## src/rtl/mem_handshake_responder.sv

```systemverilog
// Fixed-latency memory responder with a four-phase request/response handshake.
// Services one read or write at a time against a word-addressed array.
module mem_handshake_responder #(
  parameter int unsigned WORD_SIZE  = 16,
  parameter int unsigned ADDR_WIDTH = 8,
  parameter int unsigned LATENCY    = 4
) (
  input  logic                 clk,
  input  logic                 reset,
  input  logic                 readM,
  input  logic                 writeM,
  input  logic [WORD_SIZE-1:0] address,
  input  logic [WORD_SIZE-1:0] wdata,
  output logic [WORD_SIZE-1:0] rdata,
  output logic                 inputReady,
  output logic                 ackOutput,
  output logic                 busy
);

  localparam int unsigned DEPTH = 1 << ADDR_WIDTH;
  localparam int unsigned CNT_W = 4;

  generate
    if (LATENCY < 1 || LATENCY > 15) begin : g_bad_latency
      $error("LATENCY must be in 1..15");
    end
    if (ADDR_WIDTH > WORD_SIZE) begin : g_bad_addr
      $error("ADDR_WIDTH must not exceed WORD_SIZE");
    end
  endgenerate

  typedef enum logic [1:0] {
    S_IDLE = 2'd0,
    S_WAIT = 2'd1,
    S_RESP = 2'd2,
    S_DONE = 2'd3
  } state_t;

  typedef struct packed {
    logic                  is_read;
    logic [ADDR_WIDTH-1:0] addr;
    logic [WORD_SIZE-1:0]  data;
  } req_t;

  state_t                 state;
  logic [CNT_W-1:0]       cnt;
  req_t                   req;
  logic                   req_any;

  // Array powers up cleared; reset deliberately leaves contents alone.
  logic [WORD_SIZE-1:0]   mem [DEPTH] = '{default: '0};

  assign req_any = readM | writeM;

  // Upper address bits alias onto the array.
  generate
    if (WORD_SIZE > ADDR_WIDTH) begin : g_addr_hi
      logic unused_addr_hi;
      assign unused_addr_hi = ^address[WORD_SIZE-1:ADDR_WIDTH];
    end
  endgenerate

  // Handshake sequencer with registered response outputs.
  always_ff @(posedge clk) begin
    if (reset) begin
      state      <= S_IDLE;
      cnt        <= '0;
      req        <= '0;
      rdata      <= '0;
      inputReady <= 1'b0;
      ackOutput  <= 1'b0;
      busy       <= 1'b0;
    end else begin
      case (state)
        S_IDLE: begin
          if (req_any) begin
            req.is_read <= readM;
            req.addr    <= address[ADDR_WIDTH-1:0];
            req.data    <= wdata;
            cnt         <= CNT_W'(LATENCY - 1);
            busy        <= 1'b1;
            state       <= S_WAIT;
          end
        end
        S_WAIT: begin
          if (cnt == '0) begin
            state <= S_RESP;
            if (req.is_read) begin
              inputReady <= 1'b1;
              rdata      <= mem[req.addr];
            end else begin
              ackOutput  <= 1'b1;
            end
          end else begin
            cnt <= cnt - CNT_W'(1);
          end
        end
        S_RESP: begin
          inputReady <= 1'b0;
          ackOutput  <= 1'b0;
          state      <= S_DONE;
        end
        S_DONE: begin
          if (!req_any) begin
            busy  <= 1'b0;
            state <= S_IDLE;
          end
        end
        default: state <= S_IDLE;
      endcase
    end
  end

  // Write commits on the edge leaving RESP unless reset aborts it.
  always_ff @(posedge clk) begin
    if (!reset && state == S_RESP && !req.is_read) begin
      mem[req.addr] <= req.data;
    end
  end

endmodule
```

## config.mk

```make
export PLATFORM = sky130hd
export DESIGN_NAME = mem_handshake_responder
export DESIGN_NICKNAME = d
export VERILOG_FILES = /design/src/rtl/mem_handshake_responder.sv
export SDC_FILE = /design/constraint.sdc
export NUM_CORES = 2
export LEC_CHECK = 0
export BUFFER_PORTS_ARGS = -buffer_cell sky130_fd_sc_hd__buf_2
export CAP_MARGIN = 20
export CORE_MARGIN = 3
export CORE_UTILIZATION = 61
export DETAILED_ROUTE_END_ITERATION = 12
export PLACE_DENSITY = 0.77
export SKIP_CTS_REPAIR_TIMING = 1
export SLEW_MARGIN = 20
export SYNTH_ARGS = -nofsm -noshare
export SYNTH_HDL_FRONTEND = slang
export SYNTH_SLANG_ARGS = --single-unit
```

## constraint.sdc

```tcl
create_clock -name clk -period 4.76 [get_ports clk]
set_clock_uncertainty 0.15 [all_clocks]
set_input_delay 0.952 -clock clk [delete_from_list [all_inputs] [get_ports clk]]
set_output_delay 0.952 -clock clk [all_outputs]
set_load 0.02 [all_outputs]
```

==> results.yml <==
run_status:
  status: "finished clean"
worst_setup_path:
  cp-start-kind: "register"
  r2r_start: "req[16]$_SDFFE_PP0P_"
  path_class: "reg2reg"
  crit_start: "req[16]$_SDFFE_PP0P_"
  worst-endpoint-arrival_ns: 5.43
  endpoint_kind: "register"
  crit_fanout: 22
  required_ns: 5.44
sta:
  finalCriticalPeriod_ns: 4.75
  fmax_mhz: 210
  rsz0062_at_grt: "false"
  fin_crit_sh: 0.999
  tightest_slew_ns: 1.24
  setup_tns_ns: 0
  drv_slew: 0
  finalHoldViolations: 0
  setup_viol: 0
  maxSlewHeadroom: 0.172
logic_synthesis:
  yosys.cell_types.count: 73
  synth.avg_cell_area_um2: 22.0
  syn_nets: 7287
  syn_area_um2: 160000
  synthTopCellsByCount: "4,096 x edfxtp_1, 1,012 x mux4_2, 307 x nor2_1"
  yosysMostFrequentCell: "edfxtp_1"
  synth_cells: 7245
  synthFlopType: "edfxtp_1"
  netlist_top_cells_area: "edfxtp_1 77%, mux4_2 14%, mux2i_1 1.7%"
  synth-seq-cells: 4146
  synth_top_cell_by_area: "edfxtp_1"
  yosysWarnings: 0
  synth_edf_count: 4096
  async_flop_share: 0
  synth_top_area_frac: 0.771
  ys_seq_area_frac: 0.777
die:
  core-area_um2: 260000
  fp.dieH_um: 517
  start_util: 0.614
  placement_rows: 187
  pin_count: 55
  die_w_um: 517
  die_area_um2: 268000
global_routing:
  grt_use_total: 0.338
  grt_overflow_total: 0
  grt_pass1_wl_mm: 631
  grt_pass1_vias: 82988
  grt_start_max_net_pins: 170
  antenna_found_initial: 28
power:
  power.internal_w: 0.0654
  p_leak_nw: 56.8
  peakVddDrop_mv: 0.446
  power_w: 0.0888
  sw_frac_of_total: 0.263
  power_density_nw_per_um2: 491
  switching_power_w: 0.0233
  comb_power_share: 0.160
  seqPwrFrac: 0.482
  pwr-share-clk: 0.359
drt:
  first_pass_iters: 6
  antenna_left: 0
  vias: 83789
  drcViolationCount: 0
  drt_iter0_drc: 14268
  routed_wl_mm: 448
  vias_per_cell: 7.14
  wire_per_inst_um: 38.2
cells_and_area:
  fin_util: 0.696
  drive_above_1_share: 0.289
  fin_cells: 11740
  area_delta_synth_final_pct: 13.4
  final_nets: 7959
clocking:
  clkSlewWorstSetupHoldPaths_ns: 0.06
  clock_latency_ns: 1.01
  cts_sinks: 4146
  numCtsBuffers: 411
  cts_tree: "done"
  htree_levels: 5
  ctsRootBufferMaster: "clkbuf_16"
  clock_path_buffers: 4
place:
  dpl.hpwl_mm: 261
  dpl.cell_count: 10998
  portBuffers: 46
  gp_congestion: 0.904
flow_run:
  drv_cap: 0
hold_path:
  hold_start: "address[1]"
  hold_path.class: "in2reg"
==> path summary, 6_finish.rpt <==
path / slack (ns) / cells past startpoint / endpoint
max: 0.007 / 10 / rdata[15]$_SDFFE_PP0P_
min: 0.05 / 3 / req[17]$_SDFFE_PP0P_
max reg2reg: 0.007 / 10 / rdata[15]$_SDFFE_PP0P_
min reg2reg: 0.34 / 0 / mem[166][2]$_DFFE_PP_
==> cells in the final DEF (no fill, tap or decap), types with 24 or more instances in the layout <==
cell | Yosys | routed
buf_12 | 1 | 74
nor3_1 | 56 | 32
a22oi_1 | 136 | 136
nor3_2 | 0 | 24
o21ai_0 | 62 | 62
a211oi_1 | 45 | 43
clkinv_2 | 0 | 63
nand3_1 | 76 | 76
nand2_1 | 251 | 251
a32oi_1 | 29 | 29
nor2_1 | 307 | 279
edfxtp_1 | 4096 | 4096
bufinv_16 | 0 | 46
nor2_2 | 0 | 24
nand4_1 | 39 | 39
clkbuf_16 | 0 | 414
clkinv_1 | 0 | 79
buf_2 | 169 | 46
o22ai_1 | 43 | 43
mux2i_1 | 267 | 267
mux4_2 | 1012 | 1012
a21oi_1 | 72 | 72
dfxtp_1 | 50 | 26
clkbuf_1 | 120 | 90
buf_4 | 90 | 569
==> routing by layer <==
metal	wire length [µm]	GRT usage	part of all wire
met3	64900	0.0989	0.14
met2	207000	0.505	0.46
met4	32000	0.197	0.071
met1	144000	0.452	0.32
met5	166	0	0.00037
==> flip-flops by register name, indices dropped and copies added, names as in the netlist <==
name / flops
ackOutput: 1
busy: 1
cnt: 4
inputReady: 1
mem: 4096
rdata: 16
req: 25
state: 2
==> kinds of logic after synthesis <==
group	Yosys count	share of synthesized area
flops	4146	0.777
mux	1297	0.161
buf+inv	443	0.0154
compound gates	522	0.0230
fa+ha+maj	6	0.000470
simple gates	829	0.0231
xor+xnor	2	0.000110
==> per-stage QoR <==
step / setup slack (ns) / instance area, µm² / hold WS [ns]
global placement: 0.206 / 168000 / 0.298
CTS: 0.110 / 181000 / -0.00562
finish: 0.00689 / 181000 / 0.0472
global route: 0.0681 / 181000 / 0.0258
floorplan: 0.357 / 160000 / 0.311
detailed placement: 0.177 / 168000 / 0.321
==> power by group through the flow <==
| stage | combinational [W] | clock (W) | sequential, W |
|---|---|---|---|
| 2_1_floorplan | 0.00737 | 0 | 0.0444 |
| 3_3_place_gp | 0.0132 | 0 | 0.0435 |
| 3_5_place_dp | 0.0136 | 0 | 0.0435 |
| 4_1_cts | 0.0138 | 0.0320 | 0.0427 |
| 5_1_grt | 0.0146 | 0.0333 | 0.0427 |
| 6_report | 0.0142 | 0.0318 | 0.0428 |
==> critical path, cell delays in order, from the launching register on <==
cell	delay, ns
dfxtp_4	0.80
buf_12	0.36
buf_12	0.27
mux4_2	0.57
mux4_2	0.52
mux2i_1	0.62
nor4_1	0.10
nor3_1	0.62
buf_4	0.23
and4_1	0.20
a211oi_1	0.07
==> cell type report <==
cell class | count | area (µm²)
sequential | 4146 | 124000
fill | 14549 | 79000
multi-input combinational | 2656 | 33400
clock buffer | 509 | 10800
timing repair buffer | 690 | 6010
tap | 3496 | 4370
clock inverter | 215 | 2230
inverter | 12 | 50.0
antenna | 16 | 40.0
Note: power is estimated with default switching activity, not from simulation.
